$ cat config.mk
export PLATFORM = sky130hd
export DESIGN_NAME = fetch_queue
export DESIGN_NICKNAME = d
export VERILOG_FILES = /design/src/rtl/fetch_queue.sv
export SDC_FILE = /design/constraint.sdc
export NUM_CORES = 1
export LEC_CHECK = 0
export ABC_AREA = 1
export CORE_UTILIZATION = 40
export CTS_CLUSTER_SIZE = 25
export DETAILED_ROUTE_END_ITERATION = 7
export DONT_BUFFER_PORTS = 1
export PLACE_DENSITY = 0.59
export RECOVER_POWER = 100
export SYNTH_ARGS = -nofsm -noshare
export SYNTH_HDL_FRONTEND = slang
export SYNTH_SLANG_ARGS = --single-unit
export TNS_END_PERCENT = 1
$ cat constraint.sdc
create_clock -name clk -period 2.4 [get_ports clk]
set_input_delay 0.48 -clock clk [delete_from_list [all_inputs] [get_ports clk]]
set_output_delay 0.48 -clock clk [all_outputs]
set_load 0.005 [all_outputs]
$ cat src/rtl/fetch_queue.sv
// IF->ID fetch queue: DEPTH-entry {pc, instr} FIFO with flush, freeze and end-of-program flag.
// Define FETCH_QUEUE_BYPASS_EN for a same-cycle write-to-read path when empty.
module fetch_queue #(
  parameter int unsigned DEPTH = 4,
  parameter int unsigned ADDR_W = 32,
  parameter int unsigned DATA_W = 32,
  parameter logic [ADDR_W-1:0] PC_LIMIT = 164
) (
  input  logic                       clk,
  input  logic                       rst,
  input  logic                       wr_valid,
  output logic                       wr_ready,
  input  logic [ADDR_W-1:0]          wr_pc,
  input  logic [DATA_W-1:0]          wr_instr,
  input  logic                       flush,
  input  logic                       freeze,
  output logic                       rd_valid,
  output logic [ADDR_W-1:0]          rd_pc,
  output logic [DATA_W-1:0]          rd_instr,
  output logic [$clog2(DEPTH):0]     count,
  output logic                       end_prog
);

  localparam int unsigned PW = $clog2(DEPTH);
  localparam int unsigned CW = PW + 1;

  logic [ADDR_W-1:0] pc_mem [DEPTH];
  logic [DATA_W-1:0] in_mem [DEPTH];
  logic [PW-1:0]     wr_ptr;
  logic [PW-1:0]     rd_ptr;

  logic empty;
  logic full;
  logic byp;
  logic push;
  logic pop;
  logic store;
  logic deq;

  assign empty = (count == '0);
  assign full = (count == CW'(DEPTH));
  assign wr_ready = ~full;

`ifdef FETCH_QUEUE_BYPASS_EN
  assign byp = empty & wr_valid;
`else
  assign byp = 1'b0;
`endif

  assign rd_valid = ~empty | byp;
  assign push = wr_valid & wr_ready & ~flush;
  assign pop = rd_valid & ~freeze & ~flush;
  // A bypassed entry consumed in the same cycle never touches storage.
  assign store = push & ~(byp & pop);
  assign deq = pop & ~empty;

  always_comb begin
    rd_pc = '0;
    rd_instr = '0;
    if (!empty) begin
      rd_pc = pc_mem[rd_ptr];
      rd_instr = in_mem[rd_ptr];
    end else if (byp) begin
      rd_pc = wr_pc;
      rd_instr = wr_instr;
    end
  end

  always_ff @(posedge clk or negedge rst) begin
    if (!rst) begin
      wr_ptr <= '0;
      rd_ptr <= '0;
      count <= '0;
      end_prog <= 1'b0;
      for (int i = 0; i < DEPTH; i++) begin
        pc_mem[i] <= '0;
        in_mem[i] <= '0;
      end
    end else begin
      if (flush) begin
        wr_ptr <= '0;
        rd_ptr <= '0;
        count <= '0;
      end else begin
        if (store) begin
          pc_mem[wr_ptr] <= wr_pc;
          in_mem[wr_ptr] <= wr_instr;
          wr_ptr <= wr_ptr + PW'(1);
        end
        if (deq) begin
          rd_ptr <= rd_ptr + PW'(1);
        end
        if (store && !deq) begin
          count <= count + CW'(1);
        end else if (deq && !store) begin
          count <= count - CW'(1);
        end
      end
      if (push && (wr_pc > PC_LIMIT)) begin
        end_prog <= 1'b1;
      end
    end
  end

endmodule

==> results of run 1 <==
## logic make-up (layout without fill, tap and decap cells)
| kind of cell | count (synthesis) | in the layout | synth area share [%] |
|---|---|---|---|
| and+or+nand+nor | 570 | 570 | 17.4 |
| DFF | 264 | 264 | 52.2 |
| xor gates and xnor gates | 1 | 1 | 0.0692 |
| buffers and inverters | 184 | 160 | 8.94 |
| adders and majority gates | 5 | 5 | 0.553 |
| AOI/OAI and AO/OA | 458 | 458 | 20.8 |
## worst max-delay path by stage
stage | start | end | slack (ns) | cells after the start
2_1_floorplan | count[2] | count[2] | 0.62 | 12
3_3_place_gp | rd_ptr[0] | rd_instr[23] | 0.45 | 5
3_5_place_dp | count[1] | pc_mem[58] | 0.40 | 8
4_1_cts | rd_ptr[0] | rd_pc[22] | -0.003 | 6
5_1_grt | rd_ptr[0] | rd_pc[21] | -0.03 | 5
6_report | rd_ptr[0] | rd_pc[11] | 0.02 | 5
## cell type report
type	instances	area [um2]	area share [%]
timing repair buffer	28	469	3.44
clock inverter	11	230	1.69
clock buffer	42	855	6.27
multi-input combinational	1034	4670	34.2
tap	396	495	3.63
sequential	264	6610	48.5
inverter	79	309	2.27
## where the power goes
group          internal [mW]  switching, mW
clock network           3.20           1.83
registers               6.39          0.996
logic                   2.33           3.93
total                   11.9           6.76
## registers in the layout, summed over array words and instances (netlist names)
| register | count |
|---|---|
| count | 3 |
| end_prog | 1 |
| in_mem | 128 |
| pc_mem | 128 |
| rd_ptr | 2 |
| wr_ptr | 2 |
## synthesized netlist by cell type
master    number
inv_1         77
nand2_1      283
clkbuf_2       1
xnor2_1        1
buf_4          1
inv_2          2
buf_6         56
nand3_1        5
fa_1           1
nor2_1       273
nand2_2        1
o21ai_2       92
o21ai_1      165
buf_1          8
ha_1           4
o21ai_0      134
dfrtp_1      264
nand4_1        1
nor2_8         1
a21oi_1       67
clkbuf_1      26
nor2_2         1
nand2_4        5
buf_2         13
## stage by stage
| stage | setup TNS (ns) | power, mW |
|---|---|---|
| 5_1_grt | -0.103 | 20.1 |
| 2_1_floorplan | 0 | 12.0 |
| 6_report | 0 | 18.7 |
| 3_3_place_gp | 0 | 13.4 |
| 3_5_place_dp | 0 | 13.6 |
| 4_1_cts | -0.00930 | 19.1 |
## per-layer routing
layer,vias up,GRT usage (%)
li1,4693,-
met1,4562,28.2
met2,218,33.2
met3,46,3.59
met4,0,4.10
met5,-,0
## repair_timing
item,CTS,global route
pin swaps,2,17
cloned,4,3
resized for setup,18,22
buffers inserted,3,0
endpoints found under the setup margin,60,64
endpoints found under the hold margin,264,264
==> flow_summary.toml, run 1 <==
[drt]
avgRoutedWirePerCell_um = 17.9
via_per_inst = 5.13
drc = 9
wl_met2_um = 15100
drt_iter0_markers = 794
totalWireLength_um = 33200
dr.pass1.iters = 7
vias = 9519
antenna_left = 0
wl_met1_um = 15700
wl_met3_um = 1820
highest-signal-layer = "met4"

[critical_path]
crit_required_ns = 1.92
cp_top_family = "flip-flops"
worstPathMaxFanout = 30
crit_chain = "buf_12 > clkinv_8 > buf_12 > o21ai_0 > a21oi_1"
crit_slowest_cell = "dfrtp_4"
reg2reg_to = "in_mem[9]"
cp-end-kind = "output pin"
r2r_slack_ns = 0.24
worstSetupPathType = "reg -> out"
cp_slowest_stage_delay_ns = 0.49
setup.worst_path.start_class = "register"
rr_startpoint = "count[1]"
crit_path_frequent_cell = "buf_12"
cp_num_buf_inv = 3
ff2ff_path_depth = 7
crit_arrival_ns = 1.90

[yosys]
yosysWarnings = 0
yosysTopAreaCell = "dfrtp_1"
netlist_area_um2 = 12700
seq_area_frac_synth_pct = 52.2
syn_inst = 1482
synth_top_cell_area_share_pct = 52.2
avgSynthCellArea_um2 = 8.54
synth_nets = 1556
synth_seq_cells = 264
yosysUniqueCellTypes = 24
synth_area_leaders = "dfrtp_1 (52%), nand2_1 (8.4%), nor2_1 (8.1%)"

[pwr]
p_leak_nw = 6.37
vdd_drop_max_v = 0.00124
power.density_nw_per_um2 = 1370

[sta]
fmax_mhz = 420
slew_headroom_pct = 43.3
rsz0062_at_grt = "yes"
hold_ws_ns = -0.359
worst_pin_slew_ns = 0.851
clock_skew_ns = 0.00925
min_period_over_period_pct = 99.1
period_minus_slack_ns = 2.38
finalSetupViolations = 0
slew_viol_final = 0
hold_viol_final = 264
layout_setup_ws_ns = 0.0216

[grt]
antenna_found_initial = 0
grt_pass1_wl_um = 52800
grt_pass1_vias = 9515
grt_start_max_net_pins = 265
grt_usage_pct = 20.3
overflow = 0

[layout]
fillers = 3167
final_common_cell = "o21ai_0"
final_cell_mix = "o21ai_0 (366), nand2_1 (284), nor2_1 (273), dfrtp_1 (262), inv_1 (76)"
utilization_pct = 44.2
final_net_count = 1510
drive_above_1_share_pct = 7.54
instances_no_fill = 1854
diodes = 0
final_area_um2 = 13600
areaGrowthSynthToFinish_pct = 7.69

[floorplan]
num_io_pins = 139
core_um2 = 30800
rows = 64
start_util_pct = 41.1
dieHeight_um = 180
die_area_um2 = 32400
fp.dieW_um = 180

[run_status]
violations = "design-rule violations, negative hold slack"
status = "finished, violations left"

[place]
place_ws_ns = 0.397
routabilityCongestion = 0.728
placed_area_um2 = 12600
dp.cells = 1791
io_buffers = 0
dp_hpwl_um = 17200

[cts]
clockRootBuffer = "clkbuf_16"
clkLatencyLatePin_ns = 0.55
cts_tree = "done"
clock_path_buffers = 3
cts.sinks = 264
ctsHtreeMaxLevel = 1
cts_buffers = 29
cts.reportedPaths.clkPinSlew_ns = 0.06

[hold_path]
min_path_type = "in -> async"

[job]
drv_cap = 0
(Power assumes the default switching activity.)
==> run 2: changes to the inputs <==
--- a/config.mk
+++ b/config.mk
@@ -10,7 +10,6 @@
 export CTS_CLUSTER_SIZE = 25
 export DETAILED_ROUTE_END_ITERATION = 7
 export DONT_BUFFER_PORTS = 1
-export PLACE_DENSITY = 0.59
 export RECOVER_POWER = 100
 export SYNTH_ARGS = -nofsm -noshare
 export SYNTH_HDL_FRONTEND = slang
==> run 2 against run 1 <==
Effect of this change:
- the run still ends with design-rule violations, negative hold slack left
- combinational power grew 5.4%
- sequential share of layout area shrank 0.34 points
- sequential cell count is the same
- total power shrank 0.69%
- clock power shrank 9.5%
- maximum frequency grew 0.54%
- highest routed layer unchanged
==> flow_summary.toml, run 2 (synthesized netlist as in run 1, its figures left out) <==
[pwr]
power.total_mw = 18.6
vdd_drop_max_v = 0.000777
p_leak_nw = 6.43
power.density_nw_per_um2 = 1350

[layout]
diodes = 0
areaGrowthSynthToFinish_pct = 8.44
fillers = 3144
instances_no_fill = 1869
final_common_cell = "o21ai_0"
final_cell_mix = "o21ai_0 (363), nand2_1 (283), nor2_1 (273), dfrtp_1 (262), inv_1 (76)"
largestRegisters = "in_mem: 128 flops, pc_mem: 128 flops, count: 3 flops"
utilization_pct = 44.5
final_net_count = 1526
drive_above_1_share_pct = 7.67

[cts]
cts_buffers = 30
clkLatencyLatePin_ns = 0.55
clockRootBuffer = "clkbuf_16"
ctsHtreeMaxLevel = 1
clock_path_buffers = 3
cts.sinks = 264
cts.reportedPaths.clkPinSlew_ns = 0.06
cts_tree = "done"

[grt]
grt_pass1_vias = 9477
grt_pass1_wl_um = 51700
overflow = 0
antenna_found_initial = 0
grt_usage_pct = 19.7
grt_start_max_net_pins = 265

[hold_path]
min_path_type = "in -> async"

[sta]
slew_viol_final = 0
fmax_mhz = 423
rsz0062_at_grt = "yes"
min_period_over_period_pct = 98.6
finalSetupViolations = 0
period_minus_slack_ns = 2.37
hold_viol_final = 264
clock_skew_ns = 0.0157
layout_setup_ws_ns = 0.0343
slew_headroom_pct = 49.6
worst_pin_slew_ns = 0.756
hold_ws_ns = -0.370

[drt]
avgRoutedWirePerCell_um = 18.5
vias = 9677
via_per_inst = 5.18
drt_iter0_markers = 741
drc = 10
antenna_left = 0
dr.pass1.iters = 8
totalWireLength_um = 34600

[place]
dp_hpwl_um = 17400
dp.cells = 1797
place_ws_ns = 0.429
routabilityCongestion = 0.722
io_buffers = 0

[critical_path]
rr_startpoint = "count[1]"
crit_slowest_cell = "dfrtp_4"
crit_chain = "buf_6 > clkinv_8 > clkbuf_16 > o21ai_0 > a21oi_1"
worstPathMaxFanout = 10
cp-end-kind = "output pin"
cp_num_buf_inv = 3
worstSetupPathType = "reg -> out"
reg2reg_to = "pc_mem[72]"
r2r_slack_ns = 0.23
setup.worst_path.start_class = "register"
cp_top_family = "flip-flops"
crit_arrival_ns = 1.89
crit_required_ns = 1.92
ff2ff_path_depth = 7
cp_slowest_stage_delay_ns = 0.49

[job]
drv_cap = 0

[run_status]
status = "finished, violations left"
violations = "design-rule violations, negative hold slack"

[floorplan]
rows = 64
num_io_pins = 139
start_util_pct = 41.1
dieHeight_um = 180
core_um2 = 30800
die_area_um2 = 32400
fp.dieW_um = 180
[run 2: cell types whose count changed in the layout (fill, tap and decap cells not counted), moves of 2 or more]
cell       change
clkbuf_16     +11
a21oi_1        +9
a21oi_2        -9
bufinv_16      -6
clkbuf_4       +5
o21ai_1        +5
o21ai_0        -3
buf_16         -2
buf_6          +2
clkbuf_1       +2
clkbuf_8       +2
nand2_2        +2
o21ai_2        -2
[run 2: per-stage QoR]
step                setup TNS [ns]  area (um2)  hold slack, ns
finish                           0       13700          -0.370
detailed placement               0       12700           0.195
CTS                         -0.725       13800          -0.387
global route                -0.560       13700          -0.398
floorplan                        0       12700           0.184
global placement                 0       12700           0.197
[run 2: layer usage]
layer	up-vias	routed length, um	global-route usage [%]
li1	4733	-	-
met1	4648	16500	27.9
met2	254	15300	31.3
met3	42	2210	3.91
met4	0	550	4.14
met5	-	0	0
[run 2: layout make-up]
| type | count | area [um2] | area share [%] |
|---|---|---|---|
| flip-flops and latches | 264 | 6610 | 48.2 |
| multi-input cells | 1034 | 4620 | 33.6 |
| clock buffers | 48 | 940 | 6.84 |
| repair buffers | 43 | 699 | 5.09 |
| well taps | 396 | 495 | 3.61 |
| inverters | 79 | 314 | 2.29 |
| clock inverters | 5 | 53.8 | 0.392 |
[run 2: worst max-delay path by stage]
stage	slack, ns	start	endpoint	cells past startpoint
floorplan	0.62	count[2]	count[2]	12
global placement	0.45	count[2]	count[2]	12
detailed placement	0.43	count[2]	count[2]	12
CTS	-0.05	rd_ptr[0]	rd_instr[16]	4
global route	-0.04	rd_ptr[0]	rd_instr[26]	5
finish	0.03	rd_ptr[0]	rd_pc[14]	5
[run 2: where the power goes]
group / leakage (nW) / internal [mW] / switching [mW]
logic: 2.55 / 2.53 / 4.08
clock network: 0.492 / 2.76 / 1.80
registers: 3.39 / 6.39 / 1.00
total: 6.43 / 11.7 / 6.88
[run 2: repair_timing]
| action | 4_1_cts | 5_1_grt |
|---|---|---|
| resized for setup | 7 | 30 |
| setup buffers | 0 | 3 |
| cloned | 2 | 14 |
| pin swaps | 0 | 8 |
| setup endpoints to repair | 55 | 64 |
| hold endpoints to repair | 264 | 264 |
==> run 3: changes to the inputs <==
--- a/config.mk
+++ b/config.mk
@@ -10,6 +10,7 @@
 export CTS_CLUSTER_SIZE = 25
 export DETAILED_ROUTE_END_ITERATION = 7
 export DONT_BUFFER_PORTS = 1
+export HOLD_SLACK_MARGIN = 0.1
 export RECOVER_POWER = 100
 export SYNTH_ARGS = -nofsm -noshare
 export SYNTH_HDL_FRONTEND = slang
==> results of run 3 <==
No change in the layout: final DEF, timing and power equal those of run 2.
